==> src/rtl/mux_pkg.sv <==
// Shared definitions for the mux family: default geometry, a constant clog2
// and a select-width macro usable in port declarations of sibling blocks.
`ifndef MUX_SEL_W
`define MUX_SEL_W(n) (((n) > 1) ? $clog2(n) : 1)
`endif

package mux_pkg;

    localparam int DEFAULT_N_IN  = 8;
    localparam int DEFAULT_WIDTH = 1;

    function automatic int clog2(input int value);
        int result;
        result = 0;
        for (int v = value - 1; v > 0; v = v >> 1) begin
            result = result + 1;
        end
        return result;
    endfunction

endpackage

==> src/rtl/mux2_reg.sv <==
// One registered 2:1 node of the mux tree: data, valid and sideband are all
// steered by the same select so a node never mixes fields of two samples.
module mux2_reg #(
    parameter int WIDTH = 1,
    parameter int SB_W  = 1
) (
    input  logic             clk,
    input  logic             rst,
    input  logic             en,
    input  logic             sel,
    input  logic [WIDTH-1:0] d0,
    input  logic [WIDTH-1:0] d1,
    input  logic             v0,
    input  logic             v1,
    input  logic [SB_W-1:0]  sb0,
    input  logic [SB_W-1:0]  sb1,
    output logic [WIDTH-1:0] q_data,
    output logic             q_valid,
    output logic [SB_W-1:0]  q_sb
);

    logic [WIDTH-1:0] data_reg;
    logic             valid_reg;
    logic [SB_W-1:0]  sb_reg;

    always_ff @(posedge clk) begin
        if (rst) begin
            data_reg  <= '0;
            valid_reg <= 1'b0;
            sb_reg    <= '0;
        end else if (en) begin
            data_reg  <= sel ? d1  : d0;
            valid_reg <= sel ? v1  : v0;
            sb_reg    <= sel ? sb1 : sb0;
        end
    end

    assign q_data  = data_reg;
    assign q_valid = valid_reg;
    assign q_sb    = sb_reg;

endmodule

==> src/rtl/mux_tree_pipe.sv <==
// Pipelined N:1 mux tree with one register per level, a carried channel index
// and last flag, and an auto-scan mode that sweeps channels 0..N_IN-1.
module mux_tree_pipe
    import mux_pkg::*;
#(
    parameter int  N_IN   = DEFAULT_N_IN,
    parameter int  WIDTH  = DEFAULT_WIDTH,
    localparam int LEVELS = clog2(N_IN)
) (
    input  logic                  clk,
    input  logic                  rst,
    input  logic                  en,
    input  logic                  mode,
    input  logic [N_IN*WIDTH-1:0] in_data,
    input  logic [LEVELS-1:0]     in_sel,
    input  logic                  in_valid,
    output logic [WIDTH-1:0]      out_data,
    output logic [LEVELS-1:0]     out_sel,
    output logic                  out_valid,
    output logic                  out_last
);

    // Sideband carries {last, full index}; bit k of the index steers level k.
    localparam int SB_W  = LEVELS + 1;
    localparam int NODES = 2 * N_IN;

    logic [LEVELS-1:0] scan_idx_reg;
    logic [LEVELS-1:0] sel_eff;
    logic              last_launch;

    // Heap-ordered tree: node 1 is the root, node n has children 2n and 2n+1,
    // channel i sits at leaf N_IN+i.
    logic [WIDTH-1:0]  node_data  [1:NODES-1];
    logic              node_valid [1:NODES-1];
    logic [SB_W-1:0]   node_sb    [1:NODES-1];

    always_ff @(posedge clk) begin
        if (rst) begin
            scan_idx_reg <= '0;
        end else if (en) begin
            if (!mode) begin
                scan_idx_reg <= '0;
            end else if (in_valid) begin
                scan_idx_reg <= scan_idx_reg + LEVELS'(1);
            end
        end
    end

    assign sel_eff     = mode ? scan_idx_reg : in_sel;
    assign last_launch = mode && in_valid && (scan_idx_reg == LEVELS'(N_IN - 1));

    genvar gi, gj;

    generate
        for (gi = 0; gi < N_IN; gi++) begin : g_leaf
            assign node_data[N_IN + gi]  = in_data[gi*WIDTH +: WIDTH];
            assign node_valid[N_IN + gi] = in_valid;
            assign node_sb[N_IN + gi]    = {last_launch, sel_eff};
        end

        for (gi = 0; gi < LEVELS; gi++) begin : g_level
            for (gj = 0; gj < (N_IN >> (gi + 1)); gj++) begin : g_node
                localparam int NODE = (N_IN >> (gi + 1)) + gj;

                mux2_reg #(
                    .WIDTH (WIDTH),
                    .SB_W  (SB_W)
                ) u_mux2 (
                    .clk     (clk),
                    .rst     (rst),
                    .en      (en),
                    .sel     (node_sb[2*NODE][gi]),
                    .d0      (node_data[2*NODE]),
                    .d1      (node_data[2*NODE + 1]),
                    .v0      (node_valid[2*NODE]),
                    .v1      (node_valid[2*NODE + 1]),
                    .sb0     (node_sb[2*NODE]),
                    .sb1     (node_sb[2*NODE + 1]),
                    .q_data  (node_data[NODE]),
                    .q_valid (node_valid[NODE]),
                    .q_sb    (node_sb[NODE])
                );
            end
        end
    endgenerate

    assign out_data  = node_data[1];
    assign out_valid = node_valid[1];
    assign out_sel   = node_sb[1][LEVELS-1:0];
    assign out_last  = node_sb[1][LEVELS];

endmodule

==> config.mk <==
export PLATFORM = sky130hd
export DESIGN_NAME = mux_tree_pipe
export DESIGN_NICKNAME = d
export VERILOG_FILES = /design/src/rtl/mux_pkg.sv /design/src/rtl/mux2_reg.sv /design/src/rtl/mux_tree_pipe.sv
export SDC_FILE = /design/constraint.sdc
export NUM_CORES = 1
export LEC_CHECK = 0
export CORE_ASPECT_RATIO = 2
export CORE_UTILIZATION = 55
export CTS_BUF_LIST = sky130_fd_sc_hd__clkbuf_2 sky130_fd_sc_hd__clkbuf_4 sky130_fd_sc_hd__clkbuf_8
export DETAILED_ROUTE_END_ITERATION = 10
export PLACE_DENSITY = 0.78
export SETUP_SLACK_MARGIN = 0.02
export SLEW_MARGIN = 0
export SYNTH_ARGS = -nofsm -noshare
export SYNTH_HDL_FRONTEND = slang
export SYNTH_HIERARCHICAL = 1
export SYNTH_SLANG_ARGS = --single-unit
==> constraint.sdc <==
create_clock -name clk -period 2.9 [get_ports clk]
set_input_delay 0.29 -clock clk [delete_from_list [all_inputs] [get_ports clk]]
set_output_delay 0.29 -clock clk [all_outputs]
set_load 0.005 [all_outputs]
==> results.toml, run 1 <==
[power]
leakage_nw = 0.8399
p_total_mw = 1.313
power.density_nw_per_um2 = 564.1
ir_drop_v = 0.0004555

[grt]
grt_pass1_vias = 1395
grt_use_total_pct = 20.53
grt_pass1_wl_mm = 5.996
overflow = 0
antenna_found_initial = 0
grt_max_degree = 47

[layout]
largest_reg_flops = 28
fillers = 326
drive_above_1_share_pct = 6.881
diodes = 0
syn2layout_area_growth_pct = 12.32
final_core_util_pct = 64.52
fin_nets = 236

[clock_network]
clk_path_buf_depth = 2
cts_sinks = 45
holdBufCountCts = 0
ctsResizeCount = 0
cts_tree = "yes"
clk_latency_ns = 0.30
htree_num_levels = 2
post-cts-setup-buffers = 0
cts_made_buffers = 5
path_clk_slew_ns = 0.08
cts_root_buf = "clkbuf_8"

[synth]
synth-main-ff-cell = "dfxtp_1"
synth.area.top_cells = "dfxtp_1, mux2i_1, a211oi_1"
ys_async_sr_fraction_pct = 0
ys_ff_latch = 45
syn_area_sq_um = 2072
avgSynthCellArea_sq_um = 10.21
yosysWarnings = 6
yosys.area.top_type = "dfxtp_1"
netlist.area_leader.share_pct = 43.48
ys_seq_area_share_pct = 43.48
synth.most_common_cell = "dfxtp_1"
synthesis.nets = 221
ys_top_cells_by_count = "dfxtp_1, a211oi_1, mux2i_1, nor2_1, buf_6"
synth_edf_count = 0
synth_cell_types = 15
synth_cells = 203

[sta]
setup_slack_ns = 0.9307
fin_crit_ns = 1.969
max_freq_mhz = 507.8
setup_viol = 0
final.setup.tns_ns = 0
rsz0062_at_grt = "false"
skew_ns = 0.004538
maxSlewHeadroom_pct = 45.00
min_period_over_period_pct = 67.91
finalMaxSlewViolations = 0
worst_pin_slew_ns = 0.8251
hold_violations = 0

[floorplanning]
die_h_microns = 88.80
core_sq_um = 3607
die_w_microns = 45.40
ios = 22
die_area_sq_um = 4032
start_util_pct = 57.44
rows = 31

[route]
drt_iter0_drc = 17
via_count = 1485
drt-total-wl_mm = 3.662
first_pass_iters = 3
viasPerCell = 5.562
wire_per_inst_microns = 13.72
ant_nets = 0
drc = 0

[placed_design]
place_ws_ns = 0.6413
gp_congestion = 0.7248
dpl.hpwl_mm = 2.495
port_buffers = 21

[setup_path]
cp_top_family = "multiplexers"
max_stage_delay_ns = 0.77
start_kind = "primary input"
worst-path-max-fanout = 32
worstSetupPathType = "in2reg"
crit_path_top_delay_cell = "mux2_2"
worstPathCellList = "clkdlybuf4s50_1 > mux2_2 > mux2i_1 > a211oi_1"
worstPathArrival_ns = 2.17
crit_buf_inv = 1
endpoint_kind = "flop"
worstPathRequired_ns = 3.10

[flow_run]
cap_viol_max_count = 0

[min_path]
min_path_type = "reg2reg"

[status]
status = "completed"
[path summary, 6_finish.rpt]
path,from,endpoint,slack (ns),cells past startpoint
worst max register to register,scan_idx_reg[0],g_level[0].g_node[1].u_mux2/q_sb[1],1.23,3
worst min-delay path,g_level[0].g_node[3].u_mux2/q_valid,g_level[0].g_node[3].u_mux2/q_valid,0.49,2
worst min register to register,g_level[0].g_node[3].u_mux2/q_valid,g_level[0].g_node[3].u_mux2/q_valid,0.49,2
worst max-delay path,mode,g_level[0].g_node[1].u_mux2/q_sb[1],0.93,4
[report_power, final]
part	internal (mW)	switching (mW)	leakage, nW
Sequential	0.658	0.0295	0.372
Clock	0.250	0.200	0.0540
Combinational	0.0901	0.0842	0.414
[cell usage in the layout (no fill, tap or decap)]
cell type,n
o21ai_0,3
clkinv_2,1
nand4b_1,1
a211oi_1,42
nor2_1,42
buf_2,1
bufinv_16,1
ha_1,2
buf_4,1
dfxtp_1,45
clkbuf_8,5
a21oi_1,3
buf_12,1
mux2_2,3
nand4_1,2
and3_2,1
inv_1,1
clkdlybuf4s50_1,20
mux2i_1,42
nor2b_4,1
[layout make-up]
cell class / count / area, sq um / area share, %
timing repair buffer: 23 / 232.7 / 10.00
clock inverter: 2 / 35.03 / 1.505
inverter: 1 / 3.754 / 0.1613
clock buffer: 5 / 68.82 / 2.957
sequential: 45 / 900.9 / 38.71
tap: 49 / 61.31 / 2.634
multi-input combinational: 142 / 1025 / 44.03
[cells by family after synthesis]
family	Yosys count	synth area share, %
fa+ha+maj	2	1.208
compound gates	48	16.67
simple gates	47	9.662
buf+inv	16	7.065
flops	45	43.48
mux	45	21.92
[layer usage]
layer	GRT usage [%]	routed length [microns]	up-vias
met1	21.91	1548	677
met3	4.490	71	11
li1	-	-	776
met2	35.58	1950	21
met5	0	0	-
met4	11.29	92	0
[metrics by stage]
stage / hold WS (ns) / std cells / cell area (sq um)
final: 0.4869 / 267 / 2327
after global routing: 0.5098 / 267 / 2327
after CTS: 0.4918 / 267 / 2327
after detailed placement: 0.4819 / 260 / 2223
after global placement: 0.4726 / 260 / 2223
after floorplan: 0.3591 / 203 / 2072
[tightest hold or removal path, cell delays in order (launching register included)]
cell	delay (ns)
dfxtp_1	0.31
nor2_1	0.08
a211oi_1	0.05
No activity file was read; power rests on OpenSTA's default activity.
==> run 2, diff against run 1 <==
==> constraint.sdc (replaced) <==
create_clock -name clk -period 2 [get_ports clk]
set_input_delay 0.2 -clock clk [delete_from_list [all_inputs] [get_ports clk]]
set_output_delay 0.2 -clock clk [all_outputs]
set_load 0.005 [all_outputs]
==> run 2 against run 1 <==
Against the previous run: combinational power up 51%; setup slack worse by 0.63 ns; first-iteration DRC count up 35%.
==> results.toml, run 2 (synthesized netlist as in run 1, its figures left out) <==
[status]
status = "completed"

[placed_design]
port_buffers = 21
placed_area_sq_um = 2266
place_ws_ns = -0.01644
gp_congestion = 0.7184
dpl.hpwl_mm = 2.412

[route]
via_count = 1459
first_pass_iters = 4
viasPerCell = 5.364
wire_per_inst_microns = 12.88
ant_nets = 0
drc = 0
drt-total-wl_mm = 3.504
drt_iter0_drc = 23

[power]
leakage_nw = 0.8640
switching_share_pct = 24.37
net-switching-power_mw = 0.4526
clkPwrFrac_pct = 32.3
seqPwrFrac_pct = 53.6
power_frac_comb_pct = 14.1
power.density_nw_per_um2 = 784.5
power.internal_mw = 1.405
ir_drop_v = 0.0006560

[setup_path]
worstPathCellList = "mux2_2 > mux2i_1 > a211oi_1"
worstPathRequired_ns = 2.20
worst-path-max-fanout = 32
reg2regPathDepth = 3
reg2reg_slack_ns = 0.30
worstPathArrival_ns = 1.90
crit_start = "scan_idx_reg[0]"
max_stage_delay_ns = 0.73
worstSetupPathType = "reg2reg"
r2r_start = "scan_idx_reg[0]"
start_kind = "flop"
crit_path_top_delay_cell = "mux2_2"
r2r_end = "g_level[0].g_node[3].u_mux2/q_sb[0]"
endpoint_kind = "flop"

[min_path]
min_path_type = "in2reg"
hold_depth = 3
hold_start = "en"
min_to = "g_level[0].g_node[3].u_mux2/q_sb[1]"

[sta]
maxSlewHeadroom_pct = 44.84
setup_slack_ns = 0.2969
fin_crit_ns = 1.703
worst_pin_slew_ns = 0.8273
max_freq_mhz = 587.2
rsz0062_at_grt = "false"
finalMaxSlewViolations = 0
min_period_over_period_pct = 85.15
setup_viol = 0
hold_violations = 0
skew_ns = 0.007350

[clock_network]
ctsResizeCount = 0
cts_sinks = 45
cts_root_buf = "clkbuf_8"
cts_tree = "yes"
clk_path_buf_depth = 2
holdBufCountCts = 0
clk_latency_ns = 0.29
htree_num_levels = 2
cts_made_buffers = 5
post-cts-setup-buffers = 0
path_clk_slew_ns = 0.08

[layout]
fillers = 303
drive_above_1_share_pct = 8.969
multi_input_area_sq_um = 1025
ff_latch_area_sq_um = 900.9
layout.cells.most_common = "dfxtp_1"
largest_reg_flops = 28
fin_area_sq_um = 2367
diodes = 0
syn2layout_area_growth_pct = 14.25
final_cell_mix = "dfxtp_1, mux2i_1, nor2_1, a211oi_1, clkdlybuf4s50_1"
fin_nets = 240

[grt]
grt_max_degree = 46
grt_use_total_pct = 20.76
grt_pass1_vias = 1392
overflow = 0
antenna_found_initial = 0
grt_pass1_wl_mm = 6.203

[floorplanning]
rows = 31
start_util_pct = 57.44
die_area_sq_um = 4032
core_sq_um = 3607
die_w_microns = 45.40
die_h_microns = 88.80
ios = 22

[flow_run]
cap_viol_max_count = 0
-- run 2: routing by layer --
metal,vias to the layer above,part of all wire [%],global-route usage [%]
met5,-,0,0
met4,0,1.1,8.264
met3,4,1.6,3.673
met2,17,52,36.88
met1,653,45,23.24
li1,785,-,-
-- run 2: how the worst max path moves through the flow --
stage / to / slack [ns] / cells past startpoint
final: g_level[0].g_node[3].u_mux2/q_sb[0] / 0.30 / 3
after global routing: g_level[0].g_node[3].u_mux2/q_data / 0.16 / 3
after CTS: g_level[0].g_node[3].u_mux2/q_sb[0] / 0.29 / 4
after detailed placement: g_level[0].g_node[3].u_mux2/q_sb[0] / -0.02 / 4
after global placement: g_level[0].g_node[0].u_mux2/q_data / 0.1 / 4
after floorplan: g_level[0].g_node[0].u_mux2/q_sb[0] / 0.72 / 5
-- run 2: through the flow --
stage	hold slack (ns)	total power [mW]	instances	setup TNS [ns]	utilization [%]
floorplan	0.2691	1.195	203	0	-
global placement	0.4725	1.268	264	0	62.82
detailed placement	0.4782	1.282	264	-0.01644	62.82
CTS	0.4441	1.877	272	0	65.63
global route	0.4692	1.951	272	0	65.63
finish	0.4459	1.857	272	0	65.63
-- run 2: final cells by class --
cell class,instances,share of cell area [%]
flip-flops and latches,45,38.05
clock buffers,7,4.070
clock inverters,1,0.2114
well taps,49,2.590
multi-input cells,142,43.29
repair buffers,27,11.63
inverters,1,0.1586
-- run 2: worst max-delay path, delay by kind of cell, from the launching register on --
family	cells	cell delay, ns
AOI/OAI and AO/OA	1	0.29
DFF	1	0.39
muxes	2	0.92
-- run 2: power groups by stage --
stage	clock (mW)	sequential, mW	combinational [mW]
detailed placement	0	1.02	0.264
global route	0.653	1.01	0.292
global placement	0	1.01	0.253
finish	0.599	0.996	0.262
CTS	0.615	0.997	0.264
floorplan	0	1.00	0.195
